==> config.mk <==
export PLATFORM = sky130hd
export DESIGN_NAME = pipeline_ctrl
export DESIGN_NICKNAME = d
export VERILOG_FILES = /design/src/rtl/pipeline_ctrl_pkg.sv /design/src/rtl/pipeline_ctrl_sat_counter.sv /design/src/rtl/pipeline_ctrl.sv
export SDC_FILE = /design/constraint.sdc
export NUM_CORES = 1
export LEC_CHECK = 0
export BUFFER_PORTS_ARGS = -buffer_cell sky130_fd_sc_hd__buf_2
export CAP_MARGIN = 20
export CORE_MARGIN = 2
export CORE_UTILIZATION = 40
export DETAILED_ROUTE_END_ITERATION = 7
export HOLD_SLACK_MARGIN = 0.08
export PLACE_DENSITY = 0.69
export SYNTH_ARGS = -nofsm -noshare
export SYNTH_HDL_FRONTEND = slang
export SYNTH_SLANG_ARGS = --single-unit
==> constraint.sdc <==
create_clock -name clk -period 2.5 [get_ports clk]
set_input_delay 0.125 -clock clk [delete_from_list [all_inputs] [get_ports clk]]
set_output_delay 0.125 -clock clk [all_outputs]
set_load 0.05 [all_outputs]
==> src/rtl/pipeline_ctrl_pkg.sv <==
// Shared encodings for the pipeline controller: stall vectors, exception codes
// and controller states.
package pipeline_ctrl_pkg;

   localparam logic STOP     = 1'b1;
   localparam logic NOT_STOP = 1'b0;

   // Stall vector bits: 0 PC, 1 IF, 2 ID, 3 EX, 4 MEM, 5 WB.
   localparam logic [5:0] STALL_NONE = {6{NOT_STOP}};
   localparam logic [5:0] STALL_IF   = {{4{NOT_STOP}}, {2{STOP}}};
   localparam logic [5:0] STALL_ID   = {{3{NOT_STOP}}, {3{STOP}}};
   localparam logic [5:0] STALL_EX   = {{2{NOT_STOP}}, {4{STOP}}};
   localparam logic [5:0] STALL_MEM  = {NOT_STOP, {5{STOP}}};

   localparam logic [31:0] EXC_NONE = 32'h0000_0000;
   localparam logic [31:0] EXC_INT  = 32'h0000_0001;
   localparam logic [31:0] EXC_ADEL = 32'h0000_0004;
   localparam logic [31:0] EXC_ADES = 32'h0000_0005;
   localparam logic [31:0] EXC_SYS  = 32'h0000_0008;
   localparam logic [31:0] EXC_BP   = 32'h0000_0009;
   localparam logic [31:0] EXC_RI   = 32'h0000_000A;
   localparam logic [31:0] EXC_OV   = 32'h0000_000C;
   localparam logic [31:0] EXC_TR   = 32'h0000_000D;
   localparam logic [31:0] EXC_ERET = 32'h0000_000E;

   typedef enum logic {
      CTRL_RUN    = 1'b0,
      CTRL_REFILL = 1'b1
   } ctrl_state_e;

   // The deepest requesting stage wins: stalling it freezes everything upstream.
   function automatic logic [5:0] stall_encode(input logic req_if, input logic req_id,
                                               input logic req_ex, input logic req_mem);
      logic [5:0] v;
      v = STALL_NONE;
      if (req_mem)     v = STALL_MEM;
      else if (req_ex) v = STALL_EX;
      else if (req_id) v = STALL_ID;
      else if (req_if) v = STALL_IF;
      return v;
   endfunction

endpackage

==> src/rtl/pipeline_ctrl_sat_counter.sv <==
// Saturating up-counter with synchronous clear; holds at MAX once reached.
module sat_counter
   import pipeline_ctrl_pkg::*;
#(
   parameter int               WIDTH = 16,
   parameter logic [WIDTH-1:0] MAX   = {WIDTH{1'b1}}
) (
   input  logic             clk,
   input  logic             rst,
   input  logic             inc,
   input  logic             clr,
   output logic [WIDTH-1:0] q
);

   logic [WIDTH-1:0] r_q;

   always_ff @(posedge clk) begin
      if (rst || clr)
         r_q <= '0;
      else if (inc && (r_q != MAX))
         r_q <= r_q + 1'b1;
   end

   assign q = r_q;

endmodule

==> src/rtl/pipeline_ctrl.sv <==
// Pipeline controller: arbitrates stage stall requests against MEM-stage
// exceptions, with a post-flush refill window, stall watchdog and perf counters.
module pipeline_ctrl
   import pipeline_ctrl_pkg::*;
#(
   parameter logic [31:0] EXC_VECTOR    = 32'hBFC0_0380,
   parameter int          REFILL_CYCLES = 2,
   parameter int          WDT_LIMIT     = 1024
) (
   input  logic        clk,
   input  logic        rst,
   input  logic        stallreq_if,
   input  logic        stallreq_id,
   input  logic        stallreq_ex,
   input  logic        stallreq_mem,
   input  logic [31:0] mem_exception_type,
   input  logic [31:0] cp0_epc,
   output logic [5:0]  stall,
   output logic        flush,
   output logic [31:0] new_pc,
   output logic        stall_timeout,
   output logic [31:0] stall_cycles,
   output logic [15:0] flush_count
);

   localparam logic [3:0]  REFILL_INIT = 4'(REFILL_CYCLES);
   localparam logic [15:0] WDT_MAX     = 16'(WDT_LIMIT);
   localparam logic [15:0] WDT_LAST    = 16'(WDT_LIMIT - 1);

   ctrl_state_e r_state;
   ctrl_state_e w_state_next;
   logic [3:0]  r_refill_cnt;
   logic [3:0]  w_refill_next;
   logic        r_stall_timeout;
   logic [5:0]  w_stall;
   logic        w_flush;
   logic [31:0] w_new_pc;
   logic        w_stalled;
   logic [15:0] w_wdt_q;

   always_ff @(posedge clk) begin
      if (rst) begin
         r_state      <= CTRL_RUN;
         r_refill_cnt <= 4'd0;
      end else begin
         r_state      <= w_state_next;
         r_refill_cnt <= w_refill_next;
      end
   end

   always_comb begin
      w_stall       = STALL_NONE;
      w_flush       = 1'b0;
      w_new_pc      = 32'h0;
      w_state_next  = r_state;
      w_refill_next = r_refill_cnt;
      if (!rst) begin
         // An exception in RUN squashes everything, so stall requests are moot.
         if ((r_state == CTRL_RUN) && (mem_exception_type != EXC_NONE)) begin
            w_flush       = 1'b1;
            w_new_pc      = (mem_exception_type == EXC_ERET) ? cp0_epc : EXC_VECTOR;
            w_state_next  = CTRL_REFILL;
            w_refill_next = REFILL_INIT;
         end else begin
            w_stall = stall_encode(stallreq_if, stallreq_id, stallreq_ex, stallreq_mem);
            if (r_state == CTRL_REFILL) begin
               w_refill_next = r_refill_cnt - 4'd1;
               if (r_refill_cnt <= 4'd1)
                  w_state_next = CTRL_RUN;
            end
         end
      end
   end

   assign w_stalled = (w_stall != STALL_NONE);

   always_ff @(posedge clk) begin
      if (rst)
         r_stall_timeout <= 1'b0;
      else if (w_stalled && (w_wdt_q >= WDT_LAST))
         r_stall_timeout <= 1'b1;
   end

   sat_counter #(.WIDTH(32)) u_stall_cycles (
      .clk (clk),
      .rst (rst),
      .inc (w_stalled),
      .clr (1'b0),
      .q   (stall_cycles)
   );

   sat_counter #(.WIDTH(16)) u_flush_count (
      .clk (clk),
      .rst (rst),
      .inc (w_flush),
      .clr (1'b0),
      .q   (flush_count)
   );

   sat_counter #(.WIDTH(16), .MAX(WDT_MAX)) u_watchdog (
      .clk (clk),
      .rst (rst),
      .inc (w_stalled),
      .clr (!w_stalled || w_flush),
      .q   (w_wdt_q)
   );

   assign stall         = w_stall;
   assign flush         = w_flush;
   assign new_pc        = w_new_pc;
   assign stall_timeout = r_stall_timeout;

endmodule

=== Word level (Yosys, flattened, before mapping) ===
Index checks and enable logic that the tools add are counted.

* Multiplexer cells: 16
* Equal/unequal tests: 4
* Bitwise operators: 1
* Magnitude comparators: 2
* Reductions and logical operators: 12
* Add/sub/neg operators: 4

{| class="wikitable"
|+ Operator list
! operator !! count
|-
| 32-bit two-way mux || 3
|-
| 16-bit by 1-bit adder with 16-bit output (second input constant) || 2
|-
| 32-bit by 1-bit adder with 32-bit output (second input constant) || 1
|-
| 32-bit by 4-bit == test with 1-bit output (second input constant) || 1
|-
| 32-bit inequality test (second input constant) || 1
|-
| 32-bit nonzero test || 1
|-
| 16-bit by 10-bit greater-or-equal comparator with 1-bit output (second input constant) || 1
|-
| 16-bit by 11-bit inequality test with 1-bit output (second input constant) || 1
|-
| 16-bit inequality test (second input constant) || 1
|-
| 5-bit two-way mux || 3
|-
| 2-bit two-way mux || 3
|-
| 6-bit nonzero test || 1
|-
| 1-bit logical AND || 5
|-
| 1-bit two-way mux || 5
|-
| 4-bit by 1-bit less-or-equal comparator with 1-bit output (second input constant) || 1
|-
| 4-bit two-way mux || 1
|-
| 4-bit by 1-bit subtractor with 4-bit output (second input constant) || 1
|-
| 3-bit two-way mux || 1
|-
| 1-bit logical OR || 2
|-
| 2-bit nonzero test || 1
|-
| 2-bit OR reduction || 1
|-
| 1-bit logical NOT || 1
|-
| 1-bit NOT || 1
|}

* Word-level logic and storage cells: 46
* Bits of input ports: 70
* Bits in registers: 70

=== Depth between registers and ports, before layout ===
* Word-level depth: 10
* Mapped depth: 8
* Mapped depth without buffers: 7

=== Hierarchy ===
Synthesis repeated with hierarchy kept, for this count alone.

* Cells, all modules: 499
* Area, all modules: 4231.6 µm²

{| class="wikitable"
|+ Modules (own cells, without submodules)
! module !! instances !! cells each !! area each (µm²) !! seq. area each (µm²)
|-
| sat_counter (u_stall_cycles) || 1 || 189 || 1681.6 || 640.6
|-
| pipeline_ctrl || 1 || 120 || 864.6 || 120.1
|-
| sat_counter (u_flush_count) || 1 || 95 || 847.1 || 320.3
|-
| sat_counter (u_watchdog) || 1 || 95 || 838.3 || 320.3
|}

=== Least setup slack after synthesis ===
Ideal clock, no wire load.

* Kind: register to register
* Start: register u_stall_cycles.r_q[8] (netlist: u_stall_cycles.q[8])
* End: register u_stall_cycles.r_q[30] (netlist: u_stall_cycles.q[30])
* Stages on the path, launching flop included: 8
* Period minus slack after synthesis: 2551 ps
* Path buffers: 1
* Setup slack: -51 ps
* Data required time: 2430 ps
* Data arrival time: 2481 ps
* Cell sequence: dfxtp_1 > nand4_2 > or4_4 > a2111oi_4 > nand3_2 > buf_6 > or3_1 > a21oi_1

* Longest elaborated chain between the ends: 2
* Elaborated cells between the ends (all ways): 3
* Classes of those cells: add/sub (1); eq/ne (1); reduce/logical (1)

{| class="wikitable"
|+ RTL lines
! element !! line !! source
|-
| start, declared || pipeline_ctrl_sat_counter.sv:15 || <nowiki>logic [WIDTH-1:0] r_q;</nowiki>
|-
| start signal, assigned || pipeline_ctrl_sat_counter.sv:21 || <nowiki>r_q <= r_q + 1'b1;</nowiki>
|-
| branches (longest 2 deep; another with 32-bit by 1-bit adder with 32-bit output) || -- ||
|}

Parallel ways; which one is timed is not known.
A chain may end at the register's enable or synchronous reset.

=== Final worst setup path ===
* Start: register u_stall_cycles.r_q[10] (netlist: u_stall_cycles.q[10])
* End: register u_stall_cycles.r_q[26] (netlist: u_stall_cycles.q[26])

Same word-level chain as after synthesis.

==> metrics.yaml <==
synth.mux.area_fraction_pct: 0.855
synth-seq-cells: 70
whs_ps: 260
avgRoutedWirePerCell_um: 13.7
multi_input_area_mm2: 0.00224
yosys_most_used_dff: "dfxtp_1"
fp.dieW_um: 102
rows: 35
hold_path.class: "input pin to register"
hold_buffers: 0
cts_buffers: 9
r2r_setup_slack_ps: 240
io_buffers: 156
syn_nets: 558
intPower_w: 0.00200
crit_path_max_fanout: 13
p_seq_share_pct: 42.5
synth_fa_ha_area_share_pct: 1.97
yosys.area_share.simple_pct: 36.9
fillers: 871
cts_resized: 0
drive_gt1_share_pct: 31.2
hold_viol: 0
nNetsFinal: 724
r2r.worst_path.cells: 6
clkSinkCount: 70
cellPowerDensity_mw_per_mm2: 531
max-cap-violations: 0
fin_skew_ps: 7.05
grt_max_degree: 34
die_h_um: 102
cts-root-buf: "clkbuf_8"
rsz0062_at_grt: "false"
place_hpwl_mm: 8.05
vias: 4079
fin_crit_ps: 2260
run_status: "finished, final reports clean"
hold_end: "u_flush_count.q[10]"
relSlewSlack_pct: 51.6
cp_data_required_time_ps: 2790
area_growth_pct: 33.3
clkTransAtPathRegs_ps: 80
synth_edf_count: 0
dp_cells: 766
yosysWarnings: 0
synth_most_common_cell: "nor2_1"
cp-end-kind: "register"
switchingPower_w: 0.000694
wirelength_mm: 10.7
synth_area_leaders: "dfxtp_1 (37%), nor2_1 (8.1%), xnor2_1 (4.6%)"
crit_path_start_kind: "register"
synth-xor-area-share_pct: 8.06
async_flop_share_pct: 0
synth_top_family_by_area: "simple AND/OR/NAND/NOR gates"
fin_setup_tns_ps: 0
antenna_left: 0
clkLatencyLatePin_ps: 350
synth-seq-area-share_pct: 36.8
grt.overflow.total: 0
irDropWorstVdd_mv: 0.271
share_comb_of_total_power_pct: 11.7
final_cell_area_mm2: 0.00507
cts_setup_buffers: 0
worst_pin_slew_ps: 719
cp.arrival_ps: 2550
place.gp.congestion: 0.863
swShare_pct: 25.8
synth_top_area_share_pct: 36.8
drcViolationCount: 0
antenna_found_initial: 0
yosysUniqueCellTypes: 49
cts_htree_levels: 3
fmaxAchievable_ghz: 0.442
synth.largest_area_cell: "dfxtp_1"
setup_viol: 0
grt_pass1_wl_mm: 16.4
maxSlewViolCount: 0
dpl_cell_area_mm2: 0.00480
worst_hold_startpoint: "rst"
fin_crit_sh_pct: 90.5
gr-usage-all-layers_pct: 19.6
r2r_end: "u_stall_cycles.q[26]"
io_pins: 158
initial_utilization_pct: 41.2
synth.avg_cell_area_um2: 7.89
syn_inst: 482
n_antenna_cell: 0
synth_compound_area_share_pct: 11.1
yosys-top-cells-count: "nor2_1 (82), dfxtp_1 (70), nand2_1 (27), nand4_1 (26)"
whs_path_depth: 3
clkPwrFrac_pct: 45.8
core_area_mm2: 0.00924
grt_pass1_vias: 3538
power_w: 0.00269
criticalPathCategory: "register to register"
seqCellArea_mm2: 0.00141
p_leak_nw: 2.12
dieArea_mm2: 0.0103
clockBufferDepth: 2
synth_area_mm2: 0.00380
fin_cells: 782
drt_first_pass_iters: 4
first_iter_violations: 157
vias_per_cell: 5.22
cts_tree: "done"
r2r-start: "u_stall_cycles.q[10]"
registers in the layout, summed over array words and instances (netlist names):
signal	cells
r_refill_cnt	4
r_state	1
u_watchdog.q	16
u_stall_cycles.q	32
stall_timeout	1
u_flush_count.q	16
critical path, stage by stage (launching register included):
cell and delay (ps):
dfxtp_1 390, nand4_2 210, or4_4 610, a2111oi_4 220
nand3_2 230, or3_1 400, a21oi_1 140
how the worst max path moves through the flow:
stage | startpoint | endpoint | slack, ps | cells after the start
2_1_floorplan | u_stall_cycles.q[10] | u_stall_cycles.q[30] | 20 | 7
3_3_place_gp | u_stall_cycles.q[10] | u_stall_cycles.q[26] | 310 | 6
3_5_place_dp | u_stall_cycles.q[10] | u_stall_cycles.q[22] | 250 | 6
4_1_cts | r_state | stall[0] | 200 | 6
5_1_grt | u_stall_cycles.q[10] | u_stall_cycles.q[30] | 90 | 6
6_report | u_stall_cycles.q[10] | u_stall_cycles.q[26] | 240 | 6
stage by stage:
stage | worst slack, ps | utilization (%)
floorplan | 15.1 | -
finish | 237 | 54.9
global route | 92.1 | 54.9
CTS | 197 | 54.9
global placement | 315 | 51.9
detailed placement | 247 | 51.9
layout by cell type, fill, tap and decap left out, types with 2 or more instances in the layout:
cell       Yosys  layout
buf_4          2      19
nor2_1        82      82
xnor2_1       20      20
or4_1         10      10
xor2_1        15      15
nand3_1       25      25
nor3_1        10      10
nand2b_1       2       2
nand4_1       26      26
o211ai_1       2       2
inv_1         17      17
dfxtp_1       70      67
a21oi_1       24      24
nand2_1       27      27
buf_2          2     156
o21ai_0       18      18
and4_1         7       7
or3_1         17      17
nor4b_1        2       2
ha_1           6       6
mux2_2         2       2
o31ai_1        8       8
nor4_1        25      25
bufinv_16      0       4
and2_1        21      21
clkbuf_8       0       9
dfxtp_2        0       3
and3_1         5       5
cell type report:
| class | instances | area share [%] |
|---|---|---|
| Clock buffer | 9 | 2.44 |
| Clock inverter | 7 | 2.86 |
| Inverter | 18 | 1.33 |
| Multi-Input combinational cell | 374 | 44.2 |
| Sequential cell | 70 | 27.7 |
| Tap cell | 129 | 3.18 |
| Timing Repair Buffer | 175 | 18.2 |
logic make-up after synthesis:
group	after synthesis
and+or+nand+nor	266
DFF	70
AOI/OAI and AO/OA	63
buffers and inverters	38
xor gates and xnor gates	35
adders and majority gates	6
muxes	3
other	1
layer usage:
layer	up-vias	global-route usage [%]	part of all wire [%]
met5	-	0	0
met4	0	5.51	1.4
met3	19	4.83	4.9
met2	99	31.9	48
met1	1899	25.7	45
li1	2062	-	-
power by group through the flow:
stage          clock network [W]  logic [W]  registers [W]
2_1_floorplan                  0   0.000183        0.00119
6_report                 0.00123   0.000315        0.00114
3_3_place_gp                   0   0.000308        0.00117
4_1_cts                  0.00126   0.000316        0.00114
5_1_grt                  0.00130   0.000339        0.00115
3_5_place_dp                   0   0.000315        0.00117
(Power assumes the default switching activity.)
